--- src/rtl/flit_fifo.sv ---
// flit_fifo: per-input-port flit buffer for the 2x2 mesh router.
// Circular buffer with registered output. Flags empty/full are decoded
// from the occupancy counter. Sticky overflow and underflow error flags.
module flit_fifo #(
    parameter int DATA_WIDTH = 32,
    parameter int DEPTH      = 4,
    parameter int PTR_WIDTH  = 2
) (
    input  logic                  clk,
    input  logic                  rst,
    input  logic                  wr_en,
    input  logic [DATA_WIDTH-1:0] din,
    input  logic                  rd_en,
    output logic [DATA_WIDTH-1:0] dout,
    output logic [2:0]            flit_type,
    output logic                  empty,
    output logic                  full,
    output logic [PTR_WIDTH:0]    count,
    output logic                  overflow,
    output logic                  underflow
);

    // Occupancy value that means "every slot holds a flit".
    localparam logic [PTR_WIDTH:0] L_FULL_COUNT = (PTR_WIDTH + 1)'(DEPTH);

    // Flit storage. It is never reset, so it can map onto block RAM.
    logic [DATA_WIDTH-1:0] r_mem [DEPTH];

    logic [PTR_WIDTH-1:0]  r_wr_ptr;
    logic [PTR_WIDTH-1:0]  r_rd_ptr;
    logic [PTR_WIDTH:0]    r_count;
    logic [DATA_WIDTH-1:0] r_dout;
    logic                  r_overflow;
    logic                  r_underflow;

    logic                  w_empty;
    logic                  w_full;
    logic                  w_wr_accept;
    logic                  w_rd_accept;
    logic [PTR_WIDTH:0]    w_count_next;

    // Acceptance uses the pre-edge flags. A full FIFO therefore never
    // passes a write through in the same cycle as a read.
    assign w_empty     = (r_count == '0);
    assign w_full      = (r_count == L_FULL_COUNT);
    assign w_wr_accept = wr_en && !w_full;
    assign w_rd_accept = rd_en && !w_empty;

    // Next occupancy: it changes only when exactly one side is accepted.
    always_comb begin
        w_count_next = r_count;
        if (w_wr_accept && !w_rd_accept) begin
            w_count_next = r_count + (PTR_WIDTH + 1)'(1);
        end else if (!w_wr_accept && w_rd_accept) begin
            w_count_next = r_count - (PTR_WIDTH + 1)'(1);
        end
    end

    // Storage write port. A rejected write leaves memory untouched.
    always_ff @(posedge clk) begin
        if (w_wr_accept) begin
            r_mem[r_wr_ptr] <= din;
        end
    end

    // Pointers, registered read data, occupancy and sticky error flags.
    always_ff @(posedge clk) begin
        if (rst) begin
            r_wr_ptr    <= '0;
            r_rd_ptr    <= '0;
            r_count     <= '0;
            r_dout      <= '0;
            r_overflow  <= 1'b0;
            r_underflow <= 1'b0;
        end else begin
            if (w_wr_accept) begin
                r_wr_ptr <= r_wr_ptr + PTR_WIDTH'(1);
            end
            if (w_rd_accept) begin
                r_dout   <= r_mem[r_rd_ptr];
                r_rd_ptr <= r_rd_ptr + PTR_WIDTH'(1);
            end
            r_count <= w_count_next;
            if (wr_en && w_full) begin
                r_overflow <= 1'b1;
            end
            if (rd_en && w_empty) begin
                r_underflow <= 1'b1;
            end
        end
    end

    assign dout      = r_dout;
    assign flit_type = r_dout[DATA_WIDTH-1 -: 3];
    assign empty     = w_empty;
    assign full      = w_full;
    assign count     = r_count;
    assign overflow  = r_overflow;
    assign underflow = r_underflow;

endmodule
--- config.mk ---
export PLATFORM = sky130hd
export DESIGN_NAME = flit_fifo
export DESIGN_NICKNAME = d
export VERILOG_FILES = /design/src/rtl/flit_fifo.sv
export SDC_FILE = /design/constraint.sdc
export NUM_CORES = 1
export LEC_CHECK = 0
export BUFFER_PORTS_ARGS = -buffer_cell sky130_fd_sc_hd__buf_2
export CAP_MARGIN = 5
export CORE_UTILIZATION = 40
export DETAILED_ROUTE_END_ITERATION = 7
export GPL_ROUTABILITY_DRIVEN = 0
export GPL_TIMING_DRIVEN = 0
export PLACE_DENSITY = 0.55
export SLEW_MARGIN = 15
export SYNTH_ARGS = -nofsm -noshare
export SYNTH_HDL_FRONTEND = slang
export SYNTH_SLANG_ARGS = --single-unit
--- constraint.sdc ---
create_clock -name clk -period 3 [get_ports clk]
set_input_delay 0.6 -clock clk [delete_from_list [all_inputs] [get_ports clk]]
set_output_delay 0.6 -clock clk [all_outputs]
set_load 0.005 [all_outputs]
== Word-level counts from Yosys, hierarchy flattened ==
Memory sizes are Yosys's and may differ from the RTL's. A register that Yosys moved wholly into a read port is not among the register bits.
Index checks and enable logic that the tools add are counted.
Operators by class
  $add $sub $neg: 4
  mux-type cells: 4
  reduce and logical (&&, ||, !) cells: 12
  equality and inequality tests: 1
Operators with widths (count)
  1-bit logical AND: 6
  3-bit two-way mux: 2
  2-bit by 1-bit adder with 2-bit output, second input constant: 2
  1-bit zero test: 4
  3-bit by 1-bit adder with 3-bit output, second input constant: 1
  3-bit equality test, second input constant: 1
  3-bit zero test: 1
  3-bit by 1-bit subtractor with 3-bit output, second input constant: 1
  1-bit two-way mux: 2
  2-bit nonzero test: 1
Storage, ports and cells
  output and inout bits: 42
  memories: 1
  logic and storage cells: 27
  bits in writable memories: 128
  bits of input ports: 36
  register bits after elaboration: 9
Memories
  r_mem: depth 4, bits a word 32, rd ports 1, clocked after memory_dff 1, wr ports 1, RTL line 27  | logic [DATA_WIDTH-1:0] r_mem [DEPTH];

== Longest topological paths before layout ==
  word-level depth: 7
  mapped depth: 10
  depth with buffers taken out: 9

== Worst setup path after synthesis ==
OpenSTA, ideal clock, no wires.
  path type: register -> register
  from: reg r_count[0], in the netlist count[0]
  to: reg r_count[2], in the netlist count[2]
  setup slack: 0.704 ns
  data required time: 2.929 ns
  arrival: 2.225 ns
  stages on the path, launching flop included: 11
  cells stage by stage: dfxtp_1 > or3b_1 > buf_2 > clkinv_2 > nor2_1 > ha_1 > inv_1 > fa_1 > xor2_1 > or3_2 > a21oi_1
On the way
  cells in the longest elaborated chain, start to end: 6
Ends and longest elaborated chain
  start, declared: RTL line 31  | logic [PTR_WIDTH:0] r_count;
  start signal, assigned: RTL line 83  | r_count <= w_count_next;
  3-bit equality test (*): RTL line 45  | assign w_full = (r_count == L_FULL_COUNT);
  via full: RTL line 17  | output logic full,
  1-bit zero test (*): RTL line 46  | assign w_wr_accept = wr_en && !w_full;
  1-bit logical AND (*): RTL line 46
  via w_wr_accept: RTL line 38  | logic w_wr_accept;
  1-bit zero test: RTL line 54  | end else if (!w_wr_accept && w_rd_accept) begin
  1-bit logical AND: RTL line 54
  2-bit nonzero test (no source line)
Mark *: on every way through the listed nets, which the timed path passes. The rest lies on a longest branch. The select of a mux whose other input is x is not followed.
A chain may end at the register's enable or synchronous reset.

== Final worst setup path ==
  from: reg r_count[0], in the netlist count[0]
  to: reg r_count[2], in the netlist count[2]
On the way
  cells in the longest elaborated chain, start to end: 6
Ends and longest elaborated chain (RTL line)
  3-bit equality test (*): 45
  1-bit zero test (*): 46
  1-bit logical AND (*): 46
  via w_wr_accept: 38
  1-bit zero test: 54
  1-bit logical AND: 54
  2-bit nonzero test (no source line)
Marks and branches as above.

==> results.cfg <==
[power]
leakagePower_nw = 2.72
power.share.clock = 0.337
sequential_group_share_of_total_power = 0.459
combPwrFrac = 0.204
switchingPower_mw = 1.57
cellInternalPower_mw = 4.94
power.density_cell_area_mw_per_mm2 = 874
switching_share = 0.241
vdd.ir_drop.worst_uv = 515

[yosys]
synth_nets = 339
asyncSetResetFlopFracSynth = 0
netlist_instances = 297
synth_enable_flop_cells = 128
postSynthAreaPerCell_um2 = 20.7
yosys_warnings = 0
mappedNetlistArea_mm2 = 0.00614
synth-main-ff-cell = sky130_fd_sc_hd__edfxtp_1
synth.distinct_cells = 27
ys_seq_area_frac = 0.760
ys_ff_latch = 169

[die]
design.die.area_mm2 = 0.0158
dieWidth_um = 126
io_pins = 78
initial_core_util = 0.416
fp.dieH_um = 126
core.rowCount = 44
core-area_mm2 = 0.0148

[sta]
setup_violations_final = 0
hold_viol_final = 0
finalMaxSlewViolations = 0
setup_total_negative_slack_ps = 0
rsz0062_at_grt = no
worst_slew_pin_slew_ps = 715
fin_worst_skew_ps = 11.8
timing.max_slew.rel_slack = 0.523
fmaxAchievable_ghz = 0.404
final.min_clock_period_ps = 2470
layout_worst_path_cycle_share = 0.825

[drt]
wl_met1_um = 4870
drt-vias-per-instance = 5.11
count_of_antenna_violating_nets_left_after_detailed_routing = 0
drt-total-wl_um = 11300
topRoutingLayerUsed = met4
via_count = 3038
routed_wire_length_on_met2_um = 5730
met3_length_um = 533
drt_drc_violations_left = 0
drt-wirelength-per-cell_um = 18.9
detailedRoute.firstIterationViolations = 157
detail_route.first_pass.iterations = 4

[setup_path]
required_ps = 3340
highest_net_fanout_along_the_worst_path = 7
timing.setup.critical_path_class = flop to flop
critPathCaptureType = flop
critical_path_arrival_ps = 2810
worstSetupStartpointType = flop
timing.critical_path.slowest_stage_cell = sky130_fd_sc_hd__dfxtp_1
cells_along_the_critical_path = or3b_1 > buf_2 > clkinv_2 > nor2_1 > ha_1 > inv_1 > fa_1 > xor2_1 > or3_2 > a21oi_1
max_stage_delay_ps = 510

[finish]
nNetsFinal = 439
diodes = 0
layout-area-overhead-vs-synth_pct = 21.3
final_cell_count_no_fill = 594
drive_above_1_share = 0.402

[global_routing]
grt_start_max_net_pins = 26
via_count_of_the_first_global_routing_pass = 3161
first_pass_grt_wire_length_um = 17400
grt_util_all_layers = 0.153
grt_antenna_before_repair = 0
overflow = 0

[place]
port_buffers = 77
post-dp-hpwl_um = 6970
numPlacedInstances = 562

[clock_tree]
cts_tree = yes
tritoncts.num_buffers = 17
postCtsSetupBuffers = 0
number_of_resized_instances_in_the_post_cts_repair_step = 0
clock_sink_count = 169
cts_hold_buf = 0
cts_buffer_depth = 2
clock_transition_at_the_registers_of_the_reported_paths_ps = 60
cts_root_buffer = sky130_fd_sc_hd__clkbuf_16
cts_max_level = 4
clock_latency_ps = 420

[job]
max-cap-violations = 0

[status]
status = finished clean

[hold_path]
min-delay-path-class = input port to flop
stage by stage:
stage / hold WS [ps] / util / power [mW] / cell area (µm²) / setup WS [ps]
6_report: 397 / 0.505 / 6.51 / 7450 / 525
5_1_grt: 379 / 0.505 / 6.82 / 7450 / 356
4_1_cts: 379 / 0.505 / 6.61 / 7450 / 508
3_5_place_dp: 454 / 0.464 / 4.40 / 6850 / 539
3_3_place_gp: 447 / 0.458 / 4.36 / 6750 / 187
2_1_floorplan: 460 / - / 3.93 / 6140 / 704
cell type report:
cell class,instances,area [µm²]
fill,1236,7310
timing repair buffer,81,473
clock inverter,8,120
inverter,5,20.0
clock buffer,24,482
multi-input combinational,103,1300
buffer,20,159
sequential,169,4660
tap,184,230
cells in the mapped netlist, types with 2 or more instances:
master / n / share of area
sky130_fd_sc_hd__a21oi_1: 5 / 0.0041
sky130_fd_sc_hd__a22o_1: 30 / 0.043
sky130_fd_sc_hd__a22o_2: 2 / 0.0033
sky130_fd_sc_hd__and3_1: 4 / 0.0041
sky130_fd_sc_hd__buf_2: 4 / 0.0033
sky130_fd_sc_hd__buf_4: 4 / 0.0049
sky130_fd_sc_hd__buf_6: 4 / 0.0073
sky130_fd_sc_hd__buf_8: 3 / 0.0073
sky130_fd_sc_hd__clkbuf_1: 5 / 0.0031
sky130_fd_sc_hd__dfxtp_1: 41 / 0.13
sky130_fd_sc_hd__edfxtp_1: 128 / 0.63
sky130_fd_sc_hd__ha_1: 5 / 0.010
sky130_fd_sc_hd__inv_1: 4 / 0.0024
sky130_fd_sc_hd__mux4_2: 32 / 0.12
sky130_fd_sc_hd__nand3_1: 2 / 0.0016
sky130_fd_sc_hd__nor2_1: 8 / 0.0049
sky130_fd_sc_hd__o21ai_0: 3 / 0.0024
sky130_fd_sc_hd__xor2_1: 4 / 0.0057
state kept, by name (all words and copies together), names as in the netlist:
name and flops:
count 3, r_mem 128, underflow 1, r_rd_ptr 2, r_wr_ptr 2, dout 32, overflow 1
metal layers:
layer  track usage  vias to the layer above
met4        0.0532                        0
li1              -                     1403
met3        0.0484                       12
met5             0                        -
met2         0.256                       75
met1         0.187                     1548
critical path: cells and delay by family (launching register included):
family | cells | cell delay, ps
and+or+nand+nor | 3 | 690
adders and majority gates | 2 | 560
DFF | 1 | 510
buffers and inverters | 3 | 300
xor gates and xnor gates | 1 | 170
AOI/OAI and AO/OA | 1 | 160
power by group through the flow:
| stage | Sequential, mW | Clock [mW] | Combinational [mW] |
|---|---|---|---|
| detailed placement | 3.04 | 0 | 1.36 |
| finish | 2.99 | 2.20 | 1.33 |
| CTS | 2.99 | 2.24 | 1.37 |
| global placement | 3.03 | 0 | 1.32 |
| global route | 3.02 | 2.33 | 1.47 |
| floorplan | 3.03 | 0 | 0.897 |
layout by cell type (no fill, tap or decap), types with 5 or more instances in the layout:
master / instances
sky130_fd_sc_hd__mux4_2: 32
sky130_fd_sc_hd__ha_1: 5
sky130_fd_sc_hd__edfxtp_1: 128
sky130_fd_sc_hd__dfxtp_1: 41
sky130_fd_sc_hd__clkbuf_1: 9
sky130_fd_sc_hd__a22o_1: 30
sky130_fd_sc_hd__clkbuf_16: 17
sky130_fd_sc_hd__nor2_1: 8
sky130_fd_sc_hd__buf_2: 81
sky130_fd_sc_hd__a21oi_1: 5
worst paths after layout:
| path | start | end | slack (ps) | cells after the start |
|---|---|---|---|---|
| setup / recovery | count[0]$_SDFFE_PP0P_ | count[2]$_SDFFE_PP0P_ | 530 | 10 |
| hold reg to reg | dout[26]$_SDFFE_PP0P_ | dout[26]$_SDFFE_PP0P_ | 470 | 1 |
| hold / removal | din[4] | r_mem[3][4]$_DFFE_PP_ | 400 | 1 |
| setup reg to reg | count[0]$_SDFFE_PP0P_ | count[2]$_SDFFE_PP0P_ | 530 | 10 |
kinds of logic after synthesis:
| family | after synthesis | synth area share |
|---|---|---|
| buffers and inverters | 25 | 0.0292 |
| AO/OA/AOI/OAI | 42 | 0.0575 |
| adder cells (fa/ha/maj) | 6 | 0.0135 |
| AND/OR/NAND/NOR | 18 | 0.0151 |
| XOR/XNOR | 4 | 0.00571 |
| multiplexers | 33 | 0.119 |
| flip-flops | 169 | 0.760 |
No activity file was read; power rests on OpenSTA's default activity.
